**config.mk**
```make
export PLATFORM = sky130hd
export DESIGN_NAME = clock_mode_controller
export DESIGN_NICKNAME = d
export VERILOG_FILES = /design/src/rtl/clock_mode_controller_pkg.sv /design/src/rtl/clock_mode_controller_tick_prescaler.sv /design/src/rtl/clock_mode_controller.sv
export SDC_FILE = /design/constraint.sdc
export NUM_CORES = 1
export LEC_CHECK = 0
export ABC_CLOCK_PERIOD_IN_PS = 4900
export BUFFER_PORTS_ARGS = -buffer_cell sky130_fd_sc_hd__buf_2
export CORE_ASPECT_RATIO = 0.75
export CORE_MARGIN = 5
export CORE_UTILIZATION = 56
export DETAILED_ROUTE_END_ITERATION = 7
export HOLD_SLACK_MARGIN = 0.1
export PLACE_DENSITY = 0.92
export SETUP_SLACK_MARGIN = 0.15
export SYNTH_ARGS = -nofsm -noshare
export SYNTH_HDL_FRONTEND = slang
export SYNTH_SLANG_ARGS = --single-unit
export TNS_END_PERCENT = 20
```
**constraint.sdc**
```tcl
create_clock -name clock_i -period 4.9 [get_ports clock_i]
set_input_delay 0.98 -clock clock_i [delete_from_list [all_inputs] [get_ports clock_i]]
set_output_delay 0.98 -clock clock_i [all_outputs]
set_load 0.02 [all_outputs]
```
**src/rtl/clock_mode_controller_pkg.sv**
```systemverilog
// clock_mode_controller_pkg: shared states, field limits and wrap helpers for the clock controller.
package clock_mode_controller_pkg;
  localparam int HR_W    = 5;
  localparam int MIN_W   = 6;
  localparam int HR_MAX  = 24;
  localparam int MIN_MAX = 60;
  typedef enum logic [2:0] {
    RUN     = 3'd0,
    SET_HR  = 3'd1,
    SET_MIN = 3'd2,
    ALM_HR  = 3'd3,
    ALM_MIN = 3'd4
  } state_e;
  function automatic state_e next_state(input state_e s);
    return (s == ALM_MIN) ? RUN : state_e'(s + 3'd1);
  endfunction
  function automatic logic [HR_W-1:0] inc_hr(input logic [HR_W-1:0] v);
    return (v == HR_W'(HR_MAX - 1)) ? '0 : v + HR_W'(1);
  endfunction
  function automatic logic [MIN_W-1:0] inc_min(input logic [MIN_W-1:0] v);
    return (v == MIN_W'(MIN_MAX - 1)) ? '0 : v + MIN_W'(1);
  endfunction
endpackage

```
**src/rtl/clock_mode_controller_tick_prescaler.sv**
```systemverilog
// tick_prescaler: modulo-DIV counter; tick_o is high during the cycle the count sits at DIV-1.
module tick_prescaler #(
  parameter int DIV = 4
) (
  input  logic clock_i,
  input  logic reset_i,
  input  logic en_i,
  output logic tick_o
);
  localparam int CW = $clog2(DIV);
  logic [CW-1:0] cnt_q, cnt_d;
  logic          tick_q, tick_d;
  always_comb begin
    cnt_d  = (!en_i || cnt_q == CW'(DIV - 1)) ? '0 : cnt_q + CW'(1);
    tick_d = en_i && (cnt_q == CW'(DIV - 2));
  end
  always_ff @(posedge clock_i or posedge reset_i) begin
    if (reset_i) begin
      cnt_q  <= '0;
      tick_q <= 1'b0;
    end else begin
      cnt_q  <= cnt_d;
      tick_q <= tick_d;
    end
  end
  assign tick_o = tick_q;
endmodule

```
**src/rtl/clock_mode_controller.sv**
```systemverilog
// clock_mode_controller: mode FSM, time/alarm editing, counter load and alarm ring for the hh:mm:ss counter.
module clock_mode_controller
  import clock_mode_controller_pkg::*;
#(
  parameter int DIV        = 4,
  parameter int RING_TICKS = 8
) (
  input  logic             clock_i,
  input  logic             reset_i,
  input  logic             mode_btn_i,
  input  logic             inc_btn_i,
  input  logic [HR_W-1:0]  cur_hr_i,
  input  logic [MIN_W-1:0] cur_min_i,
  input  logic [MIN_W-1:0] cur_sec_i,
  output logic             tick_o,
  output logic             load_o,
  output logic [HR_W-1:0]  load_hr_o,
  output logic [MIN_W-1:0] load_min_o,
  output logic [HR_W-1:0]  disp_hr_o,
  output logic [MIN_W-1:0] disp_min_o,
  output logic [2:0]       mode_o,
  output logic             alarm_en_o,
  output logic             alarm_ring_o
);
  localparam int RW = (RING_TICKS > 1) ? $clog2(RING_TICKS) : 1;
  state_e           state_q, state_d;
  logic [HR_W-1:0]  edit_hr_q, edit_hr_d, alm_hr_q, alm_hr_d, load_hr_q, load_hr_d;
  logic [MIN_W-1:0] edit_min_q, edit_min_d, alm_min_q, alm_min_d, load_min_q, load_min_d;
  logic             alarm_en_q, alarm_en_d, ring_q, ring_d, load_q, load_d;
  logic [RW-1:0]    ring_cnt_q, ring_cnt_d;
  logic             mode_p, inc_p, run_en, match, ring_end, tick;
  tick_prescaler #(.DIV(DIV)) u_prescaler (
    .clock_i(clock_i),
    .reset_i(reset_i),
    .en_i   (run_en),
    .tick_o (tick)
  );
  always_comb begin
    // while ringing, any button press only silences the alarm
    mode_p     = mode_btn_i && !ring_q;
    inc_p      = inc_btn_i && !mode_btn_i && !ring_q;
    state_d    = mode_p ? next_state(state_q) : state_q;
    run_en     = (state_q == RUN) && (state_d == RUN);
    edit_hr_d  = (mode_p && state_q == RUN) ? cur_hr_i :
                 (inc_p && state_q == SET_HR) ? inc_hr(edit_hr_q) : edit_hr_q;
    edit_min_d = (mode_p && state_q == RUN) ? cur_min_i :
                 (inc_p && state_q == SET_MIN) ? inc_min(edit_min_q) : edit_min_q;
    alm_hr_d   = (inc_p && state_q == ALM_HR) ? inc_hr(alm_hr_q) : alm_hr_q;
    alm_min_d  = (inc_p && state_q == ALM_MIN) ? inc_min(alm_min_q) : alm_min_q;
    alarm_en_d = (inc_p && state_q == RUN) ? !alarm_en_q : alarm_en_q;
    load_d     = mode_p && state_q == SET_MIN;
    load_hr_d  = load_d ? edit_hr_q : load_hr_q;
    load_min_d = load_d ? edit_min_q : load_min_q;
    match      = state_q == RUN && alarm_en_q && !mode_btn_i && !inc_btn_i &&
                 cur_hr_i == alm_hr_q && cur_min_i == alm_min_q && cur_sec_i == '0;
    ring_end   = mode_btn_i || inc_btn_i || !alarm_en_q || state_q != RUN ||
                 (tick && ring_cnt_q == RW'(RING_TICKS - 1));
    ring_d     = ring_q ? !ring_end : match;
    ring_cnt_d = !ring_q ? '0 : tick ? ring_cnt_q + RW'(1) : ring_cnt_q;
  end
  always_ff @(posedge clock_i or posedge reset_i) begin
    if (reset_i) begin
      state_q    <= RUN;
      edit_hr_q  <= '0;
      edit_min_q <= '0;
      alm_hr_q   <= '0;
      alm_min_q  <= '0;
      load_hr_q  <= '0;
      load_min_q <= '0;
      load_q     <= 1'b0;
      alarm_en_q <= 1'b0;
      ring_q     <= 1'b0;
      ring_cnt_q <= '0;
    end else begin
      state_q    <= state_d;
      edit_hr_q  <= edit_hr_d;
      edit_min_q <= edit_min_d;
      alm_hr_q   <= alm_hr_d;
      alm_min_q  <= alm_min_d;
      load_hr_q  <= load_hr_d;
      load_min_q <= load_min_d;
      load_q     <= load_d;
      alarm_en_q <= alarm_en_d;
      ring_q     <= ring_d;
      ring_cnt_q <= ring_cnt_d;
    end
  end
  always_comb begin
    disp_hr_o  = (state_q == RUN) ? cur_hr_i :
                 (state_q == SET_HR || state_q == SET_MIN) ? edit_hr_q : alm_hr_q;
    disp_min_o = (state_q == RUN) ? cur_min_i :
                 (state_q == SET_HR || state_q == SET_MIN) ? edit_min_q : alm_min_q;
  end
  assign tick_o       = tick;
  assign load_o       = load_q;
  assign load_hr_o    = load_hr_q;
  assign load_min_o   = load_min_q;
  assign mode_o       = state_q;
  assign alarm_en_o   = alarm_en_q;
  assign alarm_ring_o = ring_q;
endmodule
```
## Word level (Yosys, flattened, before mapping)

Cells that the tools add are included.

- Add/subtract/negate cells: 7
- Multipliers: 0
- Divide/modulo/power cells: 0
- Order comparisons: 0
- Equality and inequality tests: 14
- Shift operators: 0
- Multiplexer cells: 18
- Bitwise logic cells: 0
- Reductions and logical operators: 37

Operator list:

| kind | number |
|---|---|
| 2-to-1 mux 6 bit | 6 |
| 2-to-1 mux 5 bit | 6 |
| logical AND 1 bit | 19 |
| adder 6 x 1 -> 6 bit, second input constant | 2 |
| == test 6 bit, second input constant | 2 |
| 2-to-1 mux 3 bit | 4 |
| adder 5 x 1 -> 5 bit, second input constant | 2 |
| == test 5 bit, second input constant | 2 |
| adder 3 x 1 -> 3 bit, second input constant | 2 |
| == test 3 x 2 -> 1 bit, second input constant | 2 |
| == test 3 bit, second input constant | 2 |
| == test 6 bit | 1 |
| logical NOT 1 bit | 6 |
| logical NOT 3 bit | 2 |
| logical NOT 6 bit | 1 |
| logical OR 1 bit | 6 |
| == test 5 bit | 1 |
| == test 2 bit, second input constant | 2 |
| nonzero test 2 bit | 2 |
| == test 3 x 1 -> 1 bit, second input constant | 1 |
| nonzero test 3 bit | 1 |
| adder 2 x 1 -> 2 bit, second input constant | 1 |
| 2-to-1 mux 2 bit | 1 |
| != test 2 x 1 -> 1 bit, second input constant | 1 |
| 2-to-1 mux 1 bit | 1 |

- Bits in registers: 45
- Latch bits: 0
- Memory bits (writable): 0
- ROM bits: 0
- Output and inout bits: 29
- Memories kept: 0

## Logic depth before layout (Yosys ltp)

- Word-level depth: 8
- Depth in mapped cells: 7

## By module

From an unflattened synthesis, not the netlist that was laid out.

- Cells, all modules: 266
- Area, all modules: 2645.0 um2

By module, submodules not included:

| module | instances | cells an instance | area an instance (um2) | seq. area each (um2) |
|---|---|---|---|---|
| clock_mode_controller | 1 | 256 | 2506.2 | 1051.0 |
| tick_prescaler | 1 | 10 | 138.9 | 75.1 |

## Least setup slack after synthesis

Ideal clock, no wire load.

- Path kind: register to output
- Start point: register state_q[0] (netlist: mode_o[0])
- End point: output port disp_min_o[2]
- Arrival time: 2000 ps
- Data required time: 3920 ps
- Slack: 1920 ps
- Stages on the path, launching flop included: 7
- Buffers on the path: 1
- Cells stage by stage: dfrtp_1 > inv_1 > ha_1 > o21ai_1 > buf_2 > mux2i_1 > o21ai_0

- Longest elaborated chain between the ends: 4
- Elaborated cells on any way between the ends: 6
- Classes of those cells: 2 x eq/ne; 2 x mux; 2 x reduce/logical

Ends and longest elaborated chain:

| what | RTL line | source |
|---|---|---|
| from (decl) | clock_mode_controller.sv:26 | `state_e state_q, state_d;` |
| from (signal assigned) | clock_mode_controller.sv:75 | `state_q <= state_d;` |
| == test 3 x 1 -> 1 bit / == test 3 x 2 -> 1 bit (equally long branches) | clock_mode_controller.sv:92 | `(state_q == SET_HR \|\| state_q == SET_MIN) ? edit_min_q : alm_min_q;` |
| logical OR 1 bit | clock_mode_controller.sv:92 |  |
| 2-to-1 mux 6 bit | clock_mode_controller.sv:92 |  |
| 2-to-1 mux 6 bit * | clock_mode_controller.sv:91 | `disp_min_o = (state_q == RUN) ? cur_min_i :` |
| to (decl) | clock_mode_controller.sv:20 | `output logic [MIN_W-1:0] disp_min_o,` |

Every way passes the cells marked *; elsewhere a longest branch is shown, timed or not.

## Worst setup path in the final report

- Start point: register state_q[0] (netlist: mode_o[0])
- End point: output port disp_hr_o[1]

- Longest elaborated chain between the ends: 4
- Elaborated cells on any way between the ends: 6
- Classes of those cells: 2 x eq/ne; 2 x mux; 2 x reduce/logical

Ends and longest elaborated chain:

| what | RTL line | source |
|---|---|---|
| == test 3 x 1 -> 1 bit / == test 3 x 2 -> 1 bit (equally long branches) | clock_mode_controller.sv:90 | `(state_q == SET_HR \|\| state_q == SET_MIN) ? edit_hr_q : alm_hr_q;` |
| logical OR 1 bit | clock_mode_controller.sv:90 |  |
| 2-to-1 mux 5 bit | clock_mode_controller.sv:90 |  |
| 2-to-1 mux 5 bit * | clock_mode_controller.sv:89 | `disp_hr_o = (state_q == RUN) ? cur_hr_i :` |
| to (decl) | clock_mode_controller.sv:19 | `output logic [HR_W-1:0] disp_hr_o,` |

Marks and branches as above.

==> impl_metrics.csv <==
group,metric,value,unit
run_status,outcome,"complete, no violations",
grt,antenna_found_initial,0,
clock_network,clk_pin_slew,0.08,ns
power_and_ir_drop,p_sw_share,43.9,%
clock_network,cts-resized-gates,0,
critical_path,path_max_fanout,14,
detailed_routing,avgRoutedWirePerCell,15.3,um
critical_path,critPathMaxStageDelay,0.56,ns
placed_design,dp_hpwl,4190,um
clock_network,h-tree-depth,2,
clock_network,cts_tree,"built",
detailed_routing,ant_nets,0,
yosys,synth_nets,298,
sta,final_hold_viol_count,0,
clock_network,cts_buffer_depth,2,
clock_network,worst_skew_pair.late_latency,0.30,ns
sta,fmaxAchievable,307,MHz
floorplan,die_y,68.6,um
critical_path,cp_top_family,"simple AND/OR/NAND/NOR gates",
sta,setup_tns,0,ns
power_and_ir_drop,share_seq_of_total_power,37.8,%
sta,rsz0062_at_grt,"false",
clock_network,numCtsBuffers,5,
placed_design,globalplace.congestion,0.895,
sta,setup-violations-final,0,
detailed_routing,vias,2091,
worst_hold_path,worstHoldPathType,"reg -> reg",
layout,stdcell_area,0.00297,mm2
power_and_ir_drop,combPwrFrac,47.4,%
yosys,syn_avg_cell_area,9.72,um2
grt,overflow,0,
layout,post-route-util,66.9,%
yosys,synth_cell_types,41,
yosys,synthCells,264,
power_and_ir_drop,ir_worst_vdd,0.000357,V
power_and_ir_drop,p_leak,0.00140,uW
grt,grt_max_degree,46,
clock_network,ctsHoldBuffers,0,
power_and_ir_drop,p_clk_share,14.8,%
power_and_ir_drop,switchingPower,748,uW
grt,grt.total_usage,20.2,%
flow_run,drv_cap,0,
clock_network,clkSinkCount,45,
sta,worst_slack,1.64,ns
detailed_routing,drt_first_pass_iters,4,
power_and_ir_drop,internal_power,954,uW
placed_design,postPlaceCellArea,0.00287,mm2
clock_network,cts_root_buf,"clkbuf_8",
detailed_routing,wl,5680,um
detailed_routing,via_per_inst,5.62,
critical_path,crit_chain,"inv_1, ha_1, nor2b_1, buf_4, nand2_1, o21ai_0, buf_2",
sta,fin_crit,3.26,ns
detailed_routing,drc,0,
floorplan,num_rows,21,
layout,fin_nets,348,
critical_path,worstPathArrival,2.28,ns
power_and_ir_drop,powerDensity,573,mW/mm2
yosys,ys_seq_area_share,43.9,%
grt,grt_pass1_wl,9310,um
sta,period_share,66.6,%
floorplan,die_area,0.00605,mm2
sta,finClkSkew,0.00377,ns
placed_design,io_buffers,49,
detailed_routing,drt-initial-drc-count,122,
layout,fin_cells,372,
critical_path,critical_path_class,"reg -> out",
floorplan,start_util,57.8,%
sta,slew_headroom,57.0,%
yosys,ys_warn_count,0,
yosys,netlist_area,0.00257,mm2
layout,area_delta_synth_final,15.7,%
critical_path,crit_slowest_cell,"nor2b_1",
layout,antenna_cells,0,
floorplan,num_io_pins,50,
critical_path,required,3.92,ns
yosys,ys_ff_latch,45,
critical_path,end_kind,"output pin",
clock_network,postCtsSetupBuffers,0,
floorplan,fp.dieW,88.2,um
layout,drive_gt1_share,25.1,%
sta,finalMaxSlewViolations,0,
placed_design,post-place-ws,2.01,ns
placed_design,numPlacedInstances,364,
floorplan,core,0.00444,mm2
critical_path,cp-start-kind,"register",
sta,worst_pin_slew,0.643,ns
critical_path,path_buf_inv,3,
grt,grt_pass1_vias,1962,
state kept, by name, summed over array words and instances (netlist names):
register,flops
ring_cnt_q,3
load_hr_o,5
u_prescaler.cnt_q,2
load_min_o,6
alm_hr_q,5
alarm_ring_o,1
alarm_en_o,1
edit_hr_q,5
edit_min_q,6
load_o,1
mode_o,3
u_prescaler.tick_o,1
alm_min_q,6
worst register-to-register path, cell delays in order, from the launching register on:
cell,delay (ns)
dfrtp_1,0.46
inv_1,0.11
ha_1,0.23
nand2_1,0.13
or2b_1,0.21
o21ai_1,0.09
or4_4,0.51
nor3_1,0.17
cells in the mapped netlist (all sizes together):
master	count	share of area, %
dfrtp	45	44
nor3	6	1.4
a21oi	6	1.2
and2	3	0.73
or3	1	0.24
ha	13	6.3
nand4b	1	0.34
mux2i	13	5.1
and3	4	0.97
or3b	1	0.34
nor2b	5	1.2
xnor2	12	4.1
inv	8	1.2
nor2	18	2.7
xor2	7	2.4
a21o	1	0.29
clkbuf	6	0.88
mux2	14	6.1
a41o	1	0.39
nand4	5	1.2
buf	3	0.58
a31oi	3	0.73
a311oi	1	0.34
o311ai	1	0.34
nand2	32	4.7
nor4	2	0.49
o22ai	1	0.24
nor3b	3	0.88
o211ai	2	0.58
a22oi	1	0.29
nand2b	2	0.78
or4	3	1.0
nand3	12	2.3
or2b	1	0.29
o21ai	27	5.4
per-stage QoR:
stage	hold slack [ns]	total power (uW)
finish	0.467	1700
global route	0.487	1820
CTS	0.472	1710
detailed placement	0.461	1450
global placement	0.444	1420
floorplan	0.433	1200
cells in the final DEF, fill, tap and decap left out, drive strengths merged, types with 3 or more instances in the layout:
master  netlist  layout
a21oi         6       6
a31oi         3       3
and2          3       3
and3          4       4
buf           3      52
clkbuf        6       7
dfrtp        45      45
ha           13      13
inv           8       7
mux2         14      14
mux2i        13      13
nand2        32      32
nand3        12      12
nand4         5       5
nor2         18      18
nor2b         5       5
nor3          6       6
nor3b         3       3
o21ai        27      27
or4           3       3
xnor2        12      12
xor2          7       7
logic make-up (layout without fill, tap and decap cells):
| group | Yosys count | in the layout | share of synthesized area [%] |
|---|---|---|---|
| AOI/OAI and AO/OA | 44 | 44 | 9.80 |
| xor gates and xnor gates | 19 | 19 | 6.48 |
| adders and majority gates | 13 | 13 | 6.34 |
| buffers and inverters | 17 | 68 | 2.63 |
| DFF | 45 | 45 | 43.9 |
| muxes | 27 | 27 | 11.2 |
| and+or+nand+nor | 99 | 99 | 19.6 |
final cells by class:
cell class / instances / area, um2
Inverter: 8 / 30.0
Clock buffer: 7 / 96.3
Clock inverter: 1 / 5.00
Timing Repair Buffer: 52 / 268
Multi-Input combinational cell: 202 / 1370
Tap cell: 57 / 71.3
Fill cell: 355 / 1470
Sequential cell: 45 / 1130
per-layer routing:
| layer | up-vias | routed length (um) | share of wire [%] | global-route usage [%] |
|---|---|---|---|---|
| li1 | 1029 | - | - | - |
| met5 | - | 0 | 0 | 0 |
| met2 | 71 | 2670 | 47 | 31.8 |
| met4 | 0 | 59 | 1.0 | 6.60 |
| met1 | 986 | 2450 | 43 | 26.1 |
| met3 | 5 | 507 | 8.9 | 7.48 |
power by group through the flow:
stage | Sequential (uW) | Combinational, uW | Clock (uW)
final | 644 | 806 | 251
after detailed placement | 648 | 799 | 0
after global routing | 663 | 888 | 272
after floorplan | 680 | 516 | 0
after global placement | 640 | 778 | 0
after CTS | 642 | 810 | 255
path summary, 6_finish.rpt:
path	start	slack (ns)	end	cells past startpoint
worst max-delay path	mode_o[0]	1.64	disp_hr_o[1]	7
worst min-delay path	u_prescaler.cnt_q[0]	0.47	u_prescaler.cnt_q[0]	1
worst max register to register	mode_o[0]	2.92	u_prescaler.cnt_q[0]	7
worst min register to register	u_prescaler.cnt_q[0]	0.47	u_prescaler.cnt_q[0]	1
max in group asynchronous	reset_i	3.72	ring_cnt_q[2]	3
min in group asynchronous	reset_i	0.80	load_min_o[2]	3
Power figures use the tool's default switching activity.
